### src/rtl/booth_mul_seq_pkg.sv
// Shared definitions for the sequential radix-2 Booth multiplier.
package booth_mul_seq_pkg;

  // Default operand width; the product is twice as wide.
  localparam int DEF_WIDTH = 32;

  // Controller states, 2-bit encoding.
  typedef enum logic [1:0] {
    ST_IDLE = 2'd0,
    ST_RUN  = 2'd1,
    ST_DONE = 2'd2
  } state_t;

  // Booth recoding of {q[0], q_-1}: 01 adds M, 10 subtracts M, 00/11 do nothing.
  localparam logic [1:0] PAIR_ADD = 2'b01;
  localparam logic [1:0] PAIR_SUB = 2'b10;

endpackage

### src/rtl/booth_mul_seq_add_sub.sv
// Combinational (WIDTH+1)-bit ripple-carry add/subtract stage.
// sum = a + (sub ? ~b : b) + sub; the carry out of the top bit is dropped.
module booth_add_sub #(
  parameter int WIDTH = 33
) (
  input  logic [WIDTH-1:0] a,
  input  logic [WIDTH-1:0] b,
  input  logic             sub,
  output logic [WIDTH-1:0] sum
);

  logic             carry;
  logic [WIDTH-1:0] b_eff;

  // Ripple the carry bit by bit, seeded with sub so that subtraction becomes
  // a + ~b + 1.
  always_comb begin
    // NOTE: every variable gets a value before any branch or loop so no latch is inferred.
    sum   = '0;
    carry = sub;
    b_eff = b ^ {WIDTH{sub}};
    for (int i = 0; i < WIDTH; i++) begin
      sum[i] = a[i] ^ b_eff[i] ^ carry;
      carry  = (a[i] & b_eff[i]) | (carry & (a[i] ^ b_eff[i]));
    end
  end

endmodule

### src/rtl/booth_mul_seq.sv
// Sequential radix-2 Booth multiplier: WIDTH x WIDTH signed -> 2*WIDTH signed,
// one Booth step per clock. The product appears on hi/lo with a one-cycle
// done pulse and is held until the next accepted start.
module booth_mul_seq
  import booth_mul_seq_pkg::*;
#(
  parameter int WIDTH = DEF_WIDTH,
  parameter int CNT_W = 6          // 2**CNT_W must exceed WIDTH
) (
  input  logic             clk,
  input  logic             clr,
  input  logic             start,
  input  logic [WIDTH-1:0] multiplicand,
  input  logic [WIDTH-1:0] multiplier,
  output logic             busy,
  output logic             done,
  output logic [WIDTH-1:0] hi,
  output logic [WIDTH-1:0] lo
);

  localparam logic [CNT_W-1:0] LAST_STEP = CNT_W'(WIDTH - 1);

  state_t           state;
  logic [WIDTH:0]   acc;      // one guard bit so A +/- M cannot overflow, even for M = -2^(WIDTH-1)
  logic [WIDTH:0]   m_reg;    // sign-extended multiplicand
  logic [WIDTH-1:0] q_reg;    // multiplier, shifted out as product low half forms
  logic             q_m1;     // Booth q_-1 bit
  logic [CNT_W-1:0] count;

  logic [1:0]       pair;
  logic             do_sub;
  logic [WIDTH:0]   sum;
  logic [WIDTH:0]   acc_next;

  assign pair   = {q_reg[0], q_m1};
  assign do_sub = (pair == PAIR_SUB);

  booth_add_sub #(
    .WIDTH (WIDTH + 1)
  ) u_add_sub (
    .a   (acc),
    .b   (m_reg),
    .sub (do_sub),
    .sum (sum)
  );

  // Accumulator value after this cycle's add/subtract, before the shift.
  always_comb begin
    acc_next = acc;
    if (pair == PAIR_ADD || pair == PAIR_SUB) acc_next = sum;
  end

  // Controller, counter and {A, Q, q_-1} shift register with registered outputs.
  always_ff @(posedge clk) begin
    // NOTE: sequential state uses non-blocking assignments so every register samples pre-edge values.
    if (clr) begin
      state <= ST_IDLE;
      busy  <= 1'b0;
      done  <= 1'b0;
      hi    <= '0;
      lo    <= '0;
      acc   <= '0;
      m_reg <= '0;
      q_reg <= '0;
      q_m1  <= 1'b0;
      count <= '0;
    end else begin
      done <= 1'b0;
      case (state)
        ST_IDLE: begin
          if (start) begin
            acc   <= '0;
            m_reg <= {multiplicand[WIDTH-1], multiplicand};
            q_reg <= multiplier;
            q_m1  <= 1'b0;
            count <= '0;
            busy  <= 1'b1;
            state <= ST_RUN;
          end
        end
        ST_RUN: begin
          // Arithmetic right shift of {A, Q, q_-1}, replicating A's sign bit.
          acc   <= {acc_next[WIDTH], acc_next[WIDTH:1]};
          q_reg <= {acc_next[0], q_reg[WIDTH-1:1]};
          q_m1  <= q_reg[0];
          count <= count + CNT_W'(1);
          if (count == LAST_STEP) begin
            busy  <= 1'b0;
            state <= ST_DONE;
          end
        end
        ST_DONE: begin
          hi    <= acc[WIDTH-1:0];
          lo    <= q_reg;
          done  <= 1'b1;
          state <= ST_IDLE;
        end
        default: state <= ST_IDLE;
      endcase
    end
  end

endmodule

### config.mk
export PLATFORM = sky130hd
export DESIGN_NAME = booth_mul_seq
export DESIGN_NICKNAME = d
export VERILOG_FILES = /design/src/rtl/booth_mul_seq_pkg.sv /design/src/rtl/booth_mul_seq_add_sub.sv /design/src/rtl/booth_mul_seq.sv
export SDC_FILE = /design/constraint.sdc
export NUM_CORES = 1
export LEC_CHECK = 0
export CORE_MARGIN = 5
export CORE_UTILIZATION = 35
export CTS_BUF_LIST = sky130_fd_sc_hd__clkbuf_8
export DETAILED_ROUTE_END_ITERATION = 10
export PLACE_DENSITY = 0.65
export SLEW_MARGIN = 20
export SYNTH_ARGS = -nofsm -noshare
export SYNTH_HDL_FRONTEND = slang
export SYNTH_HIERARCHICAL = 1
export SYNTH_SLANG_ARGS = --single-unit
### constraint.sdc
create_clock -name clk -period 14.71 [get_ports clk]
set_input_delay 1.471 -clock clk [delete_from_list [all_inputs] [get_ports clk]]
set_output_delay 1.471 -clock clk [all_outputs]
set_load 0.02 [all_outputs]
# Yosys cells after proc, flatten, opt, wreduce, memory -nomap -nowiden
# Index checks and enable logic that the tools add are counted.
[word_totals]
ff_bits = 172
latch_bits = 0
ramBits = 0
romBits = 0
inputBits = 67
word_cells = 204
memories = 0
[classes]
add_sub_neg = 1
multipliers = 0
div = 0
n_lt_le_gt_ge = 0
n_eq_ne = 7
shift = 0
mux = 16
n_bitwise = 163
reduce_logical = 7
[ops]
columns = ["cell", "count"]
rows = [
  ["two-way mux 33 bit", 2],
  ["one-hot mux 33 bit (2 select lines)", 1],
  ["bitwise XOR 1 bit", 66],
  ["AND 1 bit", 64],
  ["one-hot mux 32 bit (2 select lines)", 1],
  ["bitwise XOR 33 bit", 1],
  ["two-way mux 32 bit", 1],
  ["OR 1 bit", 32],
  ["one-hot mux 6 bit (2 select lines)", 1],
  ["adder 6 x 1 -> 6 bit, second input constant", 1],
  ["== test 6 x 5 -> 1 bit, second input constant", 1],
  ["two-way mux 6 bit", 1],
  ["AND reduction 2 bit", 3],
  ["== test 2 x 1 -> 1 bit, second input constant", 2],
  ["== test 2 bit, second input constant", 2],
  ["two-way mux 1 bit", 4],
  ["two-way mux 2 bit", 2],
  ["inequality test 2 bit, second input constant", 2],
  ["one-hot mux 1 bit (2 select lines)", 2],
  ["one-hot mux 2 bit (2 select lines)", 1],
  ["AND reduction 3 bit", 1],
  ["logical NOT 2 bit", 1],
  ["nonzero test 2 bit", 1],
  ["logical OR 1 bit", 1],
]

# Longest topological paths before layout
[logic_depth]
depth_word = 70
ltp_mapped = 42
mapped_depth_nobuf = 40

# Cells and area by module
# The synthesis kept the hierarchy.
[modules_own_cells]
columns = ["mod", "instances", "cells_per_inst", "area_per_inst_um2", "seq_area_each_um2"]
rows = [
  ["booth_mul_seq", 1, 829, 6632.6, 3423.3],
  ["booth_add_sub", 1, 133, 1241.2, 0.0],
]

# Worst setup path after synthesis
# No wires, ideal clock.
[synth_path]
path_kind = "register to register"
startpoint = "reg q_m1"
endpoint = "reg acc[30]"
setup_time_ns = 0.128
arrival_ns = 13.112
required_ns = 14.582
path_slack_ns = 1.470
path_stages_with_launch = 43
period_less_slack_ns = 13.240
cell_sequence = "dfxtp_1 -> inv_1 -> ha_1 -> buf_6 -> buf_8 -> xnor2_1 -> fa_1 -> fa_1 -> fa_1 -> fa_1 -> fa_1 -> fa_1 -> fa_1 -> fa_1 -> fa_1 -> fa_1 -> fa_1 -> fa_1 -> [... 7 more ...] -> fa_1 -> fa_1 -> fa_1 -> fa_1 -> fa_1 -> fa_1 -> fa_1 -> fa_1 -> fa_1 -> fa_1 -> fa_1 -> fa_1 -> fa_1 -> fa_1 -> inv_1 -> mux2_2 -> a22oi_1 -> nor2_1"
[synth_via]
elab_chain_len = 68
[synth_rtl]
columns = ["item", "line", "source"]
rows = [
  ["from (decl)", "booth_mul_seq.sv:27", "logic q_m1;"],
  ["from (signal assigned)", "booth_mul_seq.sv:85", "q_m1 <= q_reg[0];"],
  ["== test 2 bit (*)", "booth_mul_seq.sv:36", "assign do_sub = (pair == PAIR_SUB);"],
  ["named net do_sub", "booth_mul_seq.sv:31", "logic do_sub;"],
  ["bitwise XOR 33 bit", "booth_mul_seq_add_sub.sv:21", "b_eff = b ^ {WIDTH{sub}};"],
  ["bitwise XOR 1 bit", "booth_mul_seq_add_sub.sv:24", "carry = (a[i] & b_eff[i]) | (carry & (a[i] ^ b_eff[i]));"],
  ["AND 1 bit", "booth_mul_seq_add_sub.sv:24", ""],
  ["OR 1 bit", "booth_mul_seq_add_sub.sv:24", ""],
  ["AND 1 bit", "booth_mul_seq_add_sub.sv:24", ""],
  ["OR 1 bit", "booth_mul_seq_add_sub.sv:24", ""],
  ["[... 54 more ...]", "n/a", ""],
  ["AND 1 bit", "booth_mul_seq_add_sub.sv:24", ""],
  ["OR 1 bit", "booth_mul_seq_add_sub.sv:24", ""],
  ["AND 1 bit", "booth_mul_seq_add_sub.sv:24", ""],
  ["OR 1 bit", "booth_mul_seq_add_sub.sv:24", ""],
  ["bitwise XOR 1 bit (*)", "booth_mul_seq_add_sub.sv:23", "sum[i] = a[i] ^ b_eff[i] ^ carry;"],
  ["named net sum[31]", "booth_mul_seq.sv:32", "logic [WIDTH:0] sum;"],
  ["two-way mux 33 bit (*)", "booth_mul_seq.sv:50", "if (pair == PAIR_ADD || pair == PAIR_SUB) acc_next = sum;"],
  ["one-hot mux 33 bit (2 select lines) (*)", "booth_mul_seq.sv:69", "case (state)"],
  ["to (signal assigned)", "booth_mul_seq.sv:83", "acc <= {acc_next[WIDTH], acc_next[WIDTH:1]};"],
  ["to (decl)", "booth_mul_seq.sv:24", "logic [WIDTH:0] acc;"],
]
# Mark *: on every way through the listed nets, which the timed path passes. The rest lies on a longest branch.
# A chain may end at the register's enable or synchronous reset.

# Worst setup path after layout
[layout_path]
startpoint = "reg q_reg[0]"
endpoint = "reg acc[30]"
[layout_via]
elab_chain_len = 68
[layout_rtl]
columns = ["item", "line", "source"]
rows = [
  ["from (decl)", "booth_mul_seq.sv:26", "logic [WIDTH-1:0] q_reg;"],
  ["from (signal assigned)", "booth_mul_seq.sv:74", "q_reg <= multiplier;"],
  ["from (signal assigned)", "booth_mul_seq.sv:84", "q_reg <= {acc_next[0], q_reg[WIDTH-1:1]};"],
  ["== test 2 bit (*)", "booth_mul_seq.sv:36", ""],
  ["named net do_sub", "booth_mul_seq.sv:31", ""],
  ["bitwise XOR 33 bit", "booth_mul_seq_add_sub.sv:21", ""],
  ["bitwise XOR 1 bit", "booth_mul_seq_add_sub.sv:24", ""],
  ["AND 1 bit", "booth_mul_seq_add_sub.sv:24", ""],
  ["OR 1 bit", "booth_mul_seq_add_sub.sv:24", ""],
  ["AND 1 bit", "booth_mul_seq_add_sub.sv:24", ""],
  ["OR 1 bit", "booth_mul_seq_add_sub.sv:24", ""],
  ["[... 54 more ...]", "n/a", ""],
  ["AND 1 bit", "booth_mul_seq_add_sub.sv:24", ""],
  ["OR 1 bit", "booth_mul_seq_add_sub.sv:24", ""],
  ["AND 1 bit", "booth_mul_seq_add_sub.sv:24", ""],
  ["OR 1 bit", "booth_mul_seq_add_sub.sv:24", ""],
  ["bitwise XOR 1 bit (*)", "booth_mul_seq_add_sub.sv:23", ""],
  ["named net sum[31]", "booth_mul_seq.sv:32", ""],
  ["two-way mux 33 bit (*)", "booth_mul_seq.sv:50", ""],
  ["one-hot mux 33 bit (2 select lines) (*)", "booth_mul_seq.sv:69", ""],
]
# Marked as above.

==> impl_metrics.json <==
{
  "worst-slew-pin-transition_ps": 1060,
  "holdBufCountCts": 0,
  "cts_post_setup_buffers_inserted": 0,
  "cpMostUsedCell": "fa_1",
  "worst_ep_required_time_ps": 15020,
  "place.gp.congestion": 0.780,
  "port_buffers": 132,
  "yosysWarnings": 6,
  "async_reset_ff_frac": 0,
  "fmax_ghz": 0.0732,
  "detailedRoute.firstIterationViolations": 349,
  "setup.worst_path.start_class": "flop",
  "area_of_the_die_mm2": 0.0256,
  "syn-num-nets": 1062,
  "cts_num_sinks": 171,
  "synth_top_area_cell": "dfxtp_1",
  "arrival_time_at_the_worst_endpoint_ps": 13980,
  "slew_headroom": 0.293,
  "top_level_i_o_count": 133,
  "finish.cell_count_without_fillers": 1342,
  "final_max_slew_viol_count": 0,
  "die_x_um": 160,
  "power_total_w": 0.000992,
  "clk_root_buffer_cell": "clkbuf_8",
  "track_usage": 0.149,
  "outcome": "finished clean",
  "cts_tree": "built",
  "final_cell_mix": "nand2_1 (226), dfxtp_1 (171), clkdlybuf4s50_1 (131)",
  "crit_fanout": 31,
  "period_share": 0.929,
  "cts-resized-gates": 0,
  "worst-setup-path-type": "flop to flop",
  "grt-ovfl-total": 0,
  "clk_transition_reported_paths_ps": 90,
  "power.density_mw_per_mm2": 103,
  "drt.antenna.violating_nets": 0,
  "clock_tree.buffer_depth": 2,
  "rsz0062_at_grt": "false",
  "post-place-ws_ps": 1060,
  "p_leak_nw": 3.40,
  "final.setup.worst_slack_ps": 1040,
  "remaining_drc_errors": 0,
  "finalNetCount": 1148,
  "worst_skew_pair.late_latency_ps": 460,
  "share_of_cells_above_drive_strength_1": 0.0792,
  "synthTopCellsByArea": "dfxtp_1 (43%), nand2_1 (11%), a21oi_1 (8.3%)",
  "cts_made_buffers": 17,
  "critPathSlowestCell": "fa_1",
  "htree_levels": 4,
  "netlist_instances": 962,
  "die_height_um": 160,
  "synth.top_cell.area_share": 0.435,
  "std_cell_rows": 54,
  "synth.cell_area_mm2": 0.00787,
  "syn-mean-instance-area_um2": 8.18,
  "detailroute.via_count": 6379,
  "routed_via_density": 4.75,
  "slowest_delay_ps": 480,
  "drv.max_cap_violation_count": 0,
  "drt_first_pass_iters": 4,
  "area_delta_synth_final_pct": 22.7,
  "finalWorstPathRequiredPeriod_ps": 13670,
  "seq_area_frac_synth": 0.435,
  "synth_enable_flop_cells": 0,
  "timing.setup.tns_ps": 0,
  "synth_top_flop_cell": "dfxtp_1",
  "floorplan.initialDensity": 0.359,
  "grt_max_degree": 104,
  "worst_ir_drop_vdd_v": 0.0000490,
  "detailedPlacementHpwl_mm": 12.4,
  "synth-seq-cells": 171,
  "finalSetupViolCount": 0,
  "netlist-cell-type-count": 39,
  "setup.worst_path.end_class": "flop",
  "skew_ps": 13.4,
  "grt_first_pass_wirelength_mm": 31.8,
  "initial_antenna_violation_count": 1,
  "numPlacedInstances": 1309,
  "core_area_mm2": 0.0220,
  "hold_class": "flop to flop",
  "routed_wirelength_mm": 19.0,
  "grt_pass1_vias": 6173,
  "commonest_non_fill_non_tap_cell_in_the_layout": "nand2_1",
  "post_drt_wl_per_cell_um": 14.1,
  "finalHoldViolCount": 0
}
[Yosys cell counts (all sizes together) (2+ instances only)]
cell type	instances
nand4	2
a211oi	2
fa	31
nand2	226
nand3	35
ha	2
dfxtp	171
nor4	33
nand2b	3
nor3	2
xor2	2
clkbuf	20
nor2b	4
a31oi	2
xnor2	33
inv	64
nor2	100
buf	52
mux2	33
a21oi	131
nor3b	3
[metal layers]
metal | track usage | wire [um] | vias to the layer above | part of all wire
li1 | - | - | 3253 | -
met1 | 0.194 | 8800 | 3003 | 0.46
met2 | 0.251 | 9420 | 108 | 0.50
met3 | 0.0302 | 551 | 15 | 0.029
met4 | 0.0446 | 217 | 0 | 0.011
met5 | 0 | 0 | - | 0
[report_power, final]
group	switching, W	total [W]	internal, W
Combinational	0.0000739	0.000136	0.0000619
Clock	0.000184	0.000361	0.000177
Sequential	0.0000149	0.000495	0.000480
Total	0.000273	0.000992	0.000719
[logic make-up (layout without fill, tap and decap cells)]
logic type,Yosys count,count (layout),synth area share
buffers and inverters,136,235,0.0810
other,0,1,0
flip-flops,171,171,0.435
adder cells (fa/ha/maj),33,33,0.0820
AND/OR/NAND/NOR,412,412,0.219
XOR/XNOR,35,35,0.0408
multiplexers,34,34,0.0485
AO/OA/AOI/OAI,141,141,0.0934
[final cells by class]
type / instances / area (um^2)
Antenna cell: 1 / 2.50
Clock buffer: 18 / 248
Clock inverter: 14 / 181
Fill cell: 2143 / 12300
Inverter: 64 / 240
Multi-Input combinational cell: 655 / 3840
Sequential cell: 171 / 3420
Tap cell: 280 / 350
Timing Repair Buffer: 139 / 1370
[worst max-delay path: cells and delay by family (launching register included)]
family	cells	cell delay, ps
XOR/XNOR	1	180
flip-flops	1	410
buffers and inverters	4	620
AND/OR/NAND/NOR	1	50
AO/OA/AOI/OAI	1	140
adder cells (fa/ha/maj)	31	11870
multiplexers	1	250
[path summary, 6_finish.rpt]
kind / start / end / slack, ps / cells after the start
max: q_reg[0]$_SDFFE_PP0P_ / acc[30]$_SDFFE_PP0P_ / 1040 / 39
min: lo[10]$_SDFFE_PP0P_ / lo[10]$_SDFFE_PP0P_ / 460 / 2
max reg2reg: q_reg[0]$_SDFFE_PP0P_ / acc[30]$_SDFFE_PP0P_ / 1040 / 39
min reg2reg: lo[10]$_SDFFE_PP0P_ / lo[10]$_SDFFE_PP0P_ / 460 / 2
[metrics by stage]
step	hold WS [ps]	util	area, um^2
6_report	456	0.440	9660
5_1_grt	474	0.440	9660
4_1_cts	459	0.440	9660
3_5_place_dp	446	0.420	9230
3_3_place_gp	441	0.420	9230
2_1_floorplan	446	-	7870
(Power assumes the default switching activity.)
